==> config.mk <==
export PLATFORM = sky130hd
export DESIGN_NAME = prog_loader
export DESIGN_NICKNAME = d
export VERILOG_FILES = /design/src/rtl/prog_loader.sv
export SDC_FILE = /design/constraint.sdc
export NUM_CORES = 1
export LEC_CHECK = 0
export CAP_MARGIN = 15
export CORE_MARGIN = 2
export CORE_UTILIZATION = 50
export DETAILED_ROUTE_END_ITERATION = 7
export HOLD_SLACK_MARGIN = 0.02
export PLACE_DENSITY = 0.75
export SYNTH_ARGS = -nofsm -noshare
export SYNTH_HDL_FRONTEND = slang
export SYNTH_SLANG_ARGS = --single-unit
==> constraint.sdc <==
create_clock -name clk -period 2.2 [get_ports clk]
set_clock_uncertainty 0.1 [all_clocks]
set_input_delay 0.44 -clock clk [delete_from_list [all_inputs] [get_ports clk]]
set_output_delay 0.44 -clock clk [all_outputs]
set_load 0.05 [all_outputs]
==> src/rtl/prog_loader.sv <==
// prog_loader: fills 16-bit instruction memory from a length-prefixed byte stream, holding the core in reset until done.
// Define PROG_LOADER_CKSUM_EN to require a trailing XOR checksum byte after the data words.
module prog_loader #(
  parameter int AWIDTH = 8
) (
  input  logic              clk,
  input  logic              rst,
  input  logic              i_start,
  input  logic              i_byte_valid,
  input  logic [7:0]        i_byte,
  output logic              o_byte_ready,
  output logic              o_wr,
  output logic [AWIDTH-1:0] o_waddr,
  output logic [15:0]       o_wdata,
  output logic              o_core_rst,
  output logic              o_busy,
  output logic              o_done,
  output logic              o_err
);

  typedef enum logic [2:0] {
    S_IDLE, S_LEN_HI, S_LEN_LO, S_DATA_HI, S_DATA_LO, S_CKSUM, S_DONE, S_ERR
  } state_t;

  localparam int          CW      = AWIDTH + 1;
  localparam logic [16:0] MAX_LEN = 17'(1) << AWIDTH;
`ifdef PROG_LOADER_CKSUM_EN
  localparam state_t      S_LAST  = S_CKSUM;
`else
  localparam state_t      S_LAST  = S_DONE;
`endif

  state_t            state_q, state_d;
  logic [7:0]        hi_q, hi_d;
  logic [CW-1:0]     len_q, len_d;
  logic [CW-1:0]     idx_q, idx_d;
  logic              wr_q, wr_d;
  logic [AWIDTH-1:0] waddr_q, waddr_d;
  logic [15:0]       wdata_q, wdata_d;
`ifdef PROG_LOADER_CKSUM_EN
  logic [7:0]        cksum_q, cksum_d;
`endif

  logic          accept;
  logic [15:0]   len_word;
  logic [CW-1:0] idx_inc;

  assign accept   = i_byte_valid && o_byte_ready;
  assign len_word = {hi_q, i_byte};
  assign idx_inc  = idx_q + CW'(1);

  always_comb begin
    state_d = state_q;
    hi_d    = hi_q;
    len_d   = len_q;
    idx_d   = idx_q;
    wr_d    = 1'b0;
    waddr_d = waddr_q;
    wdata_d = wdata_q;
`ifdef PROG_LOADER_CKSUM_EN
    cksum_d = cksum_q;
`endif
    case (state_q)
      S_IDLE, S_DONE, S_ERR: begin
        if (i_start) begin
          state_d = S_LEN_HI;
          idx_d   = '0;
          waddr_d = '0;
`ifdef PROG_LOADER_CKSUM_EN
          cksum_d = '0;
`endif
        end
      end
      S_LEN_HI: begin
        if (accept) begin
          hi_d    = i_byte;
          state_d = S_LEN_LO;
        end
      end
      S_LEN_LO: begin
        if (accept) begin
          len_d = CW'(len_word);
          // Reject lengths that would overflow the address space before any write.
          if ({1'b0, len_word} > MAX_LEN) state_d = S_ERR;
          else if (len_word == 16'd0)     state_d = S_LAST;
          else                            state_d = S_DATA_HI;
        end
      end
      S_DATA_HI: begin
        if (accept) begin
          hi_d    = i_byte;
          state_d = S_DATA_LO;
`ifdef PROG_LOADER_CKSUM_EN
          cksum_d = cksum_q ^ i_byte;
`endif
        end
      end
      S_DATA_LO: begin
        if (accept) begin
          wr_d    = 1'b1;
          waddr_d = idx_q[AWIDTH-1:0];
          wdata_d = {hi_q, i_byte};
          idx_d   = idx_inc;
          state_d = (idx_inc == len_q) ? S_LAST : S_DATA_HI;
`ifdef PROG_LOADER_CKSUM_EN
          cksum_d = cksum_q ^ i_byte;
`endif
        end
      end
`ifdef PROG_LOADER_CKSUM_EN
      S_CKSUM: begin
        if (accept) state_d = (i_byte == cksum_q) ? S_DONE : S_ERR;
      end
`endif
      default: ;
    endcase
  end

  always_ff @(posedge clk or posedge rst) begin
    if (rst) begin
      state_q <= S_IDLE;
      hi_q    <= '0;
      len_q   <= '0;
      idx_q   <= '0;
      wr_q    <= 1'b0;
      waddr_q <= '0;
      wdata_q <= '0;
`ifdef PROG_LOADER_CKSUM_EN
      cksum_q <= '0;
`endif
    end else begin
      state_q <= state_d;
      hi_q    <= hi_d;
      len_q   <= len_d;
      idx_q   <= idx_d;
      wr_q    <= wr_d;
      waddr_q <= waddr_d;
      wdata_q <= wdata_d;
`ifdef PROG_LOADER_CKSUM_EN
      cksum_q <= cksum_d;
`endif
    end
  end

  assign o_byte_ready = (state_q == S_LEN_HI)  || (state_q == S_LEN_LO) ||
                        (state_q == S_DATA_HI) || (state_q == S_DATA_LO) ||
                        (state_q == S_CKSUM);
  assign o_busy       = o_byte_ready;
  assign o_core_rst   = (state_q != S_DONE);
  assign o_done       = (state_q == S_DONE);
  assign o_err        = (state_q == S_ERR);
  assign o_wr         = wr_q;
  assign o_waddr      = waddr_q;
  assign o_wdata      = wdata_q;

endmodule

# ---- After elaboration in Yosys (flattened, before gate mapping)
# Index checks and enable logic that the tools add are counted.
dict set report totals {
  ff_bits 54
  word_cells 56
  out_inout_bits 30
}
dict set report op_classes {
  eq_ne 14
  addsub 1
  mux 17
  n_lt_le_gt_ge 1
  reduce_logical 16
}
# cell count
set op_table {}
lappend op_table {{$mux W3} 8}
lappend op_table {{$mux W9} 2}
lappend op_table {{$pmux W9 S2} 1}
lappend op_table {{$gt A16 B9 Y1 const B} 1}
lappend op_table {{$logic_not A16 Y1} 1}
lappend op_table {{$mux W8} 2}
lappend op_table {{$pmux W8 S2} 1}
lappend op_table {{$pmux W3 S5} 1}
lappend op_table {{$eq A3 B3 Y1 const B} 4}
lappend op_table {{$ne A2 B2 Y1 const B} 5}
lappend op_table {{$add A9 B1 Y9 const B} 1}
lappend op_table {{$eq A9 B9 Y1} 1}
lappend op_table {{$eq A3 B2 Y1 const B} 2}
lappend op_table {{$reduce_and A2 Y1} 3}
lappend op_table {{$reduce_and A6 Y1} 1}
lappend op_table {{$reduce_bool A5 Y1} 1}
lappend op_table {{$logic_or A1 B1 Y1} 4}
lappend op_table {{$eq A3 B1 Y1 const B} 1}
lappend op_table {{$logic_not A3 Y1} 1}
lappend op_table {{$ne A3 B3 Y1 const B} 1}
lappend op_table {{$reduce_and A3 Y1} 1}
lappend op_table {{$reduce_or A3 Y1} 1}
lappend op_table {{$mux W1} 2}
lappend op_table {{$reduce_bool A2 Y1} 1}
lappend op_table {{2 further kinds} 2}

# ---- Longest topological paths before layout
dict set report logic_depth {
  word_depth 8
  depth_mapped 8
}

# ---- Worst setup path before layout
# No wires, ideal clock.
dict set report synth_path {
  kind {register to output}
  startpoint {reg state_q[0]}
  endpoint {out o_byte_ready}
  arrival_ps 1456
  path_buffers 2
  required_time_ps 1660
  path_slack_ps 204
  stages_incl_launch_ff 6
  cell_sequence {dfrtp_1 -> buf_4 -> or2_1 -> o21ai_1 -> inv_1 -> buf_4}
}
dict set report synth_between {
  elab_chain_len 5
  elab_cells_between_ends 9
  cone_classes {eq/ne (5); reduce/logical (4)}
}
# element line_no
set synth_lines {}
lappend synth_lines {{start: declaration} 33} ;# state_t state_q, state_d;
lappend synth_lines {{start signal: assignment} 132} ;# state_q <= state_d;
lappend synth_lines {{$eq A3 B1 Y1 / $eq A3 B2 Y1 (equally long branches)} 145} ;# assign o_byte_ready = (state_q == S_LEN_HI) || (state_q == S_LEN_LO) ||
lappend synth_lines {{$logic_or A1 B1 Y1 (2 in a row)} 145}
lappend synth_lines {{$logic_or A1 B1 Y1} 146} ;# (state_q == S_DATA_HI) || (state_q == S_DATA_LO) ||
lappend synth_lines {{$logic_or A1 B1 Y1 *} 146}
lappend synth_lines {{end: declaration} 11} ;# output logic o_byte_ready,
# Mark *: on every way between the ends. The rest lies on a longest branch, timed or not.

# ---- Worst setup path after layout
dict set report layout_path {
  startpoint {reg idx_q[1]}
  endpoint {reg state_q[0]}
}
dict set report layout_between {
  elab_chain_len 5
}
# element line_no
set layout_lines {}
lappend layout_lines {{start: declaration} 36} ;# logic [CW-1:0] idx_q, idx_d;
lappend layout_lines {{start signal: assignment} 135} ;# idx_q <= idx_d;
lappend layout_lines {{$add A9 B1 Y9} 50} ;# assign idx_inc = idx_q + CW'(1);
lappend layout_lines {{$eq A9 B9 Y1} 104} ;# state_d = (idx_inc == len_q) ? S_LAST : S_DATA_HI;
lappend layout_lines {{$mux W3} 104}
lappend layout_lines {{$mux W3} 99} ;# if (accept) begin
lappend layout_lines {{$pmux W3 S5} 63} ;# case (state_q)
# No other way between the ends. The select of a mux whose other input is x is not followed.
# A chain may end at the register's enable or synchronous reset.

==> impl_metrics.csv <==
group,metric,value,unit
logic_synthesis,avgSynthCellArea,10.3,um^2
drt,dr.pass1.iters,4,
layout,diodes,0,
pwr,p_sw_share,45.3,%
logic_synthesis,synth_flop_cell,"dfrtp_1",
layout,final_util,64.7,%
grt,grt_max_degree,27,
pwr,power.switching,2050,uW
clocking,cts_buffers,5,
grt,track_usage,21.4,%
clocking,clk_latency,0.32,ns
floorplanning,core-area,5110,um^2
worst_setup_path,slowest_stage,"dfrtp_1",
timing,setup_viol,0,
timing,finalCritPeriodShare,96.1,%
clocking,clock_sinks,54,
grt,grt_pass1_vias,2045,
placement,port_buffers,41,
logic_synthesis,yosys.area.top_type_share,51.3,%
pwr,p_comb_share,49.9,%
clocking,cts_setup_buffers,0,
logic_synthesis,yosysWarnings,0,
clocking,clk_path_buf_depth,2,
pwr,intPower,2470,uW
layout,layout.nets,322,
clocking,cts_resized,0,
worst_setup_path,slowest_delay,0.44,ns
layout,final_common_cell,"nand2_1",
floorplanning,ios,42,
logic_synthesis,ys_seq_area_share,51.3,%
drt,route.vias.total,2076,
pwr,p_leak,0.00148,uW
timing,drv_slew,0,
placement,dp_hpwl,4370,um
timing,period_needed,2.11,ns
grt,grt-ovfl-total,0,
timing,worst_slew_pin_slew,0.722,ns
pwr,pwr_density_cell,1370,nW/um^2
logic_synthesis,ys_ff_latch,54,
worst_setup_path,critPathArrivalTime,2.22,ns
placement,post-place-ws,0.0101,ns
timing,setup_tns,0,ns
pwr,p_clk_share,13.3,%
grt,antenna_found_initial,0,
timing,max_slew_margin,51.9,%
drt,drc,0,
logic_synthesis,netlist_area,2630,um^2
timing,setup_slack,0.0851,ns
floorplanning,initial_utilization,51.6,%
floorplanning,die_y,76.6,um
logic_synthesis,async_flop_share,100,%
drt,wl_per_cell,15.6,um
worst_setup_path,end_kind,"register",
drt,drt-total-wl,5950,um
clocking,cts_tree,"built",
logic_synthesis,synthTopCellsByArea,"dfrtp_1 (51%), nand2_1 (9.0%), mux2_2 (7.3%), a22o_1 (3.0%), xnor2_1 (3.0%)",
worst_setup_path,cp_max_fo,5,
run_status,status,"completed",
layout,final_cell_mix,"nand2_1 (63), dfrtp_1 (53), clkdlybuf4s50_1 (36)",
placement,gp_congestion,0.809,
drt,via_per_inst,5.46,
floorplanning,fp-row-count,26,
timing,hold_viol_final,0,
worst_setup_path,cp.required,2.30,ns
layout,drive_gt1_share,21.0,%
layout,area_delta_synth_final,25.6,%
logic_synthesis,synthCells,256,
clocking,root_buffer,"clkbuf_8",
clocking,htree_levels,2,
floorplanning,die_area,5860,um^2
timing,rsz0062_at_grt,"false",
logic_synthesis,synth_edf_count,0,
drt,drt_iter0_drc,127,
hold_path,min_path_type,"primary input to asynchronous set/reset pin",
clocking,clkTransAtPathRegs,0.11,ns
logic_synthesis,ys_types,50,
pwr,irDropWorstVdd,0.708,mV
timing,fmax,473,MHz
worst_setup_path,cp-start-kind,"register",
logic_synthesis,syn_nets,269,
drt,ant_nets,0,
run,cap_violations,0,
floorplanning,die_x,76.6,um
clocking,postCtsHoldBufs,0,
worst_setup_path,crit_type,"register to register",
worst_setup_path,crit_chain,"ha_1 > xnor2_1 > nand4_1 > a2111oi_2 > o2111ai_2 > o211ai_1 > nand3_1",
pwr,pwr-share-seq,36.8,%
grt,grt_pass1_wl,10000,um
worst_setup_path,reg2reg_slack,0.09,ns
logic_synthesis,yosys.area.top_type,"dfrtp_1",
[area by class of cell]
type                       instances  area [um^2]
timing repair buffer              62          593
multi-input combinational        181         1160
clock buffer                       5         68.8
fill                             434         1800
inverter                           5         18.8
sequential                        54         1350
tap                               70         87.6
clock inverter                     3         27.5
[sequential cells by signal, indices dropped and copies added, names as in the netlist]
register / cells
state_q: 3
len_q: 9
o_waddr: 8
idx_q: 9
o_wr: 1
hi_q: 8
o_wdata: 16
[path summary, 6_finish.rpt]
path                               end  startpoint  cells past startpoint
min                        o_wdata[14]         rst                      2
max in group asynchronous     len_q[8]         rst                      3
max reg2reg                 state_q[0]    idx_q[1]                      7
min reg2reg                 o_wdata[8]  o_wdata[8]                      2
min in group clk            o_wdata[8]  o_wdata[8]                      2
max                         state_q[0]    idx_q[1]                      7
[synth_stat cells (3+ instances only)]
cell,n
o21ai_1,9
o21ai_0,4
nand3_1,7
nand2_1,63
dfrtp_1,54
a21oi_1,6
mux2_2,17
nor4_1,4
clkbuf_1,3
buf_4,4
mux2i_1,3
o31ai_1,5
nor2_1,6
inv_1,4
xnor2_1,9
xor2_1,3
buf_2,6
a22o_1,9
and3_1,3
[logic make-up after synthesis]
kind of cell,count (synthesis),synth area share (%)
compound gates,47,13.2
buf+inv,21,4.70
simple gates,101,17.9
fa+ha+maj,1,0.475
mux,20,8.41
xor+xnor,12,3.99
flops,54,51.3
[routing by layer]
metal / global-route usage, % / vias to the layer above / wire (um)
li1: - / 988 / -
met1: 28.0 / 1023 / 2700
met4: 7.27 / 0 / 101
met2: 35.7 / 55 / 2900
met5: 0 / - / 0
met3: 4.27 / 10 / 237
[worst max-delay path, delay by kind of cell, from the launching register on]
| kind | cells | cell delay [ns] |
|---|---|---|
| fa+ha+maj | 1 | 0.33 |
| xor+xnor | 1 | 0.18 |
| simple gates | 2 | 0.22 |
| flops | 1 | 0.44 |
| compound gates | 3 | 0.74 |
[power by group through the flow]
stage	Sequential [uW]	Combinational, uW	Clock, uW
6_report	1660	2260	599
5_1_grt	1710	2430	647
4_1_cts	1660	2280	616
3_5_place_dp	1680	2270	0
3_3_place_gp	1660	2220	0
2_1_floorplan	2090	1160	0
[metrics by stage]
| stage | cell area (um^2) | hold WS [ns] | power [uW] | cells |
|---|---|---|---|---|
| after CTS | 3310 | 0.350 | 4560 | 380 |
| after detailed placement | 3210 | 0.361 | 3950 | 372 |
| after floorplan | 2630 | 0.356 | 3250 | 256 |
| after global placement | 3210 | 0.360 | 3880 | 372 |
| final | 3310 | 0.337 | 4520 | 380 |
| after global routing | 3310 | 0.386 | 4790 | 380 |
No activity file was read; power rests on OpenSTA's default activity.
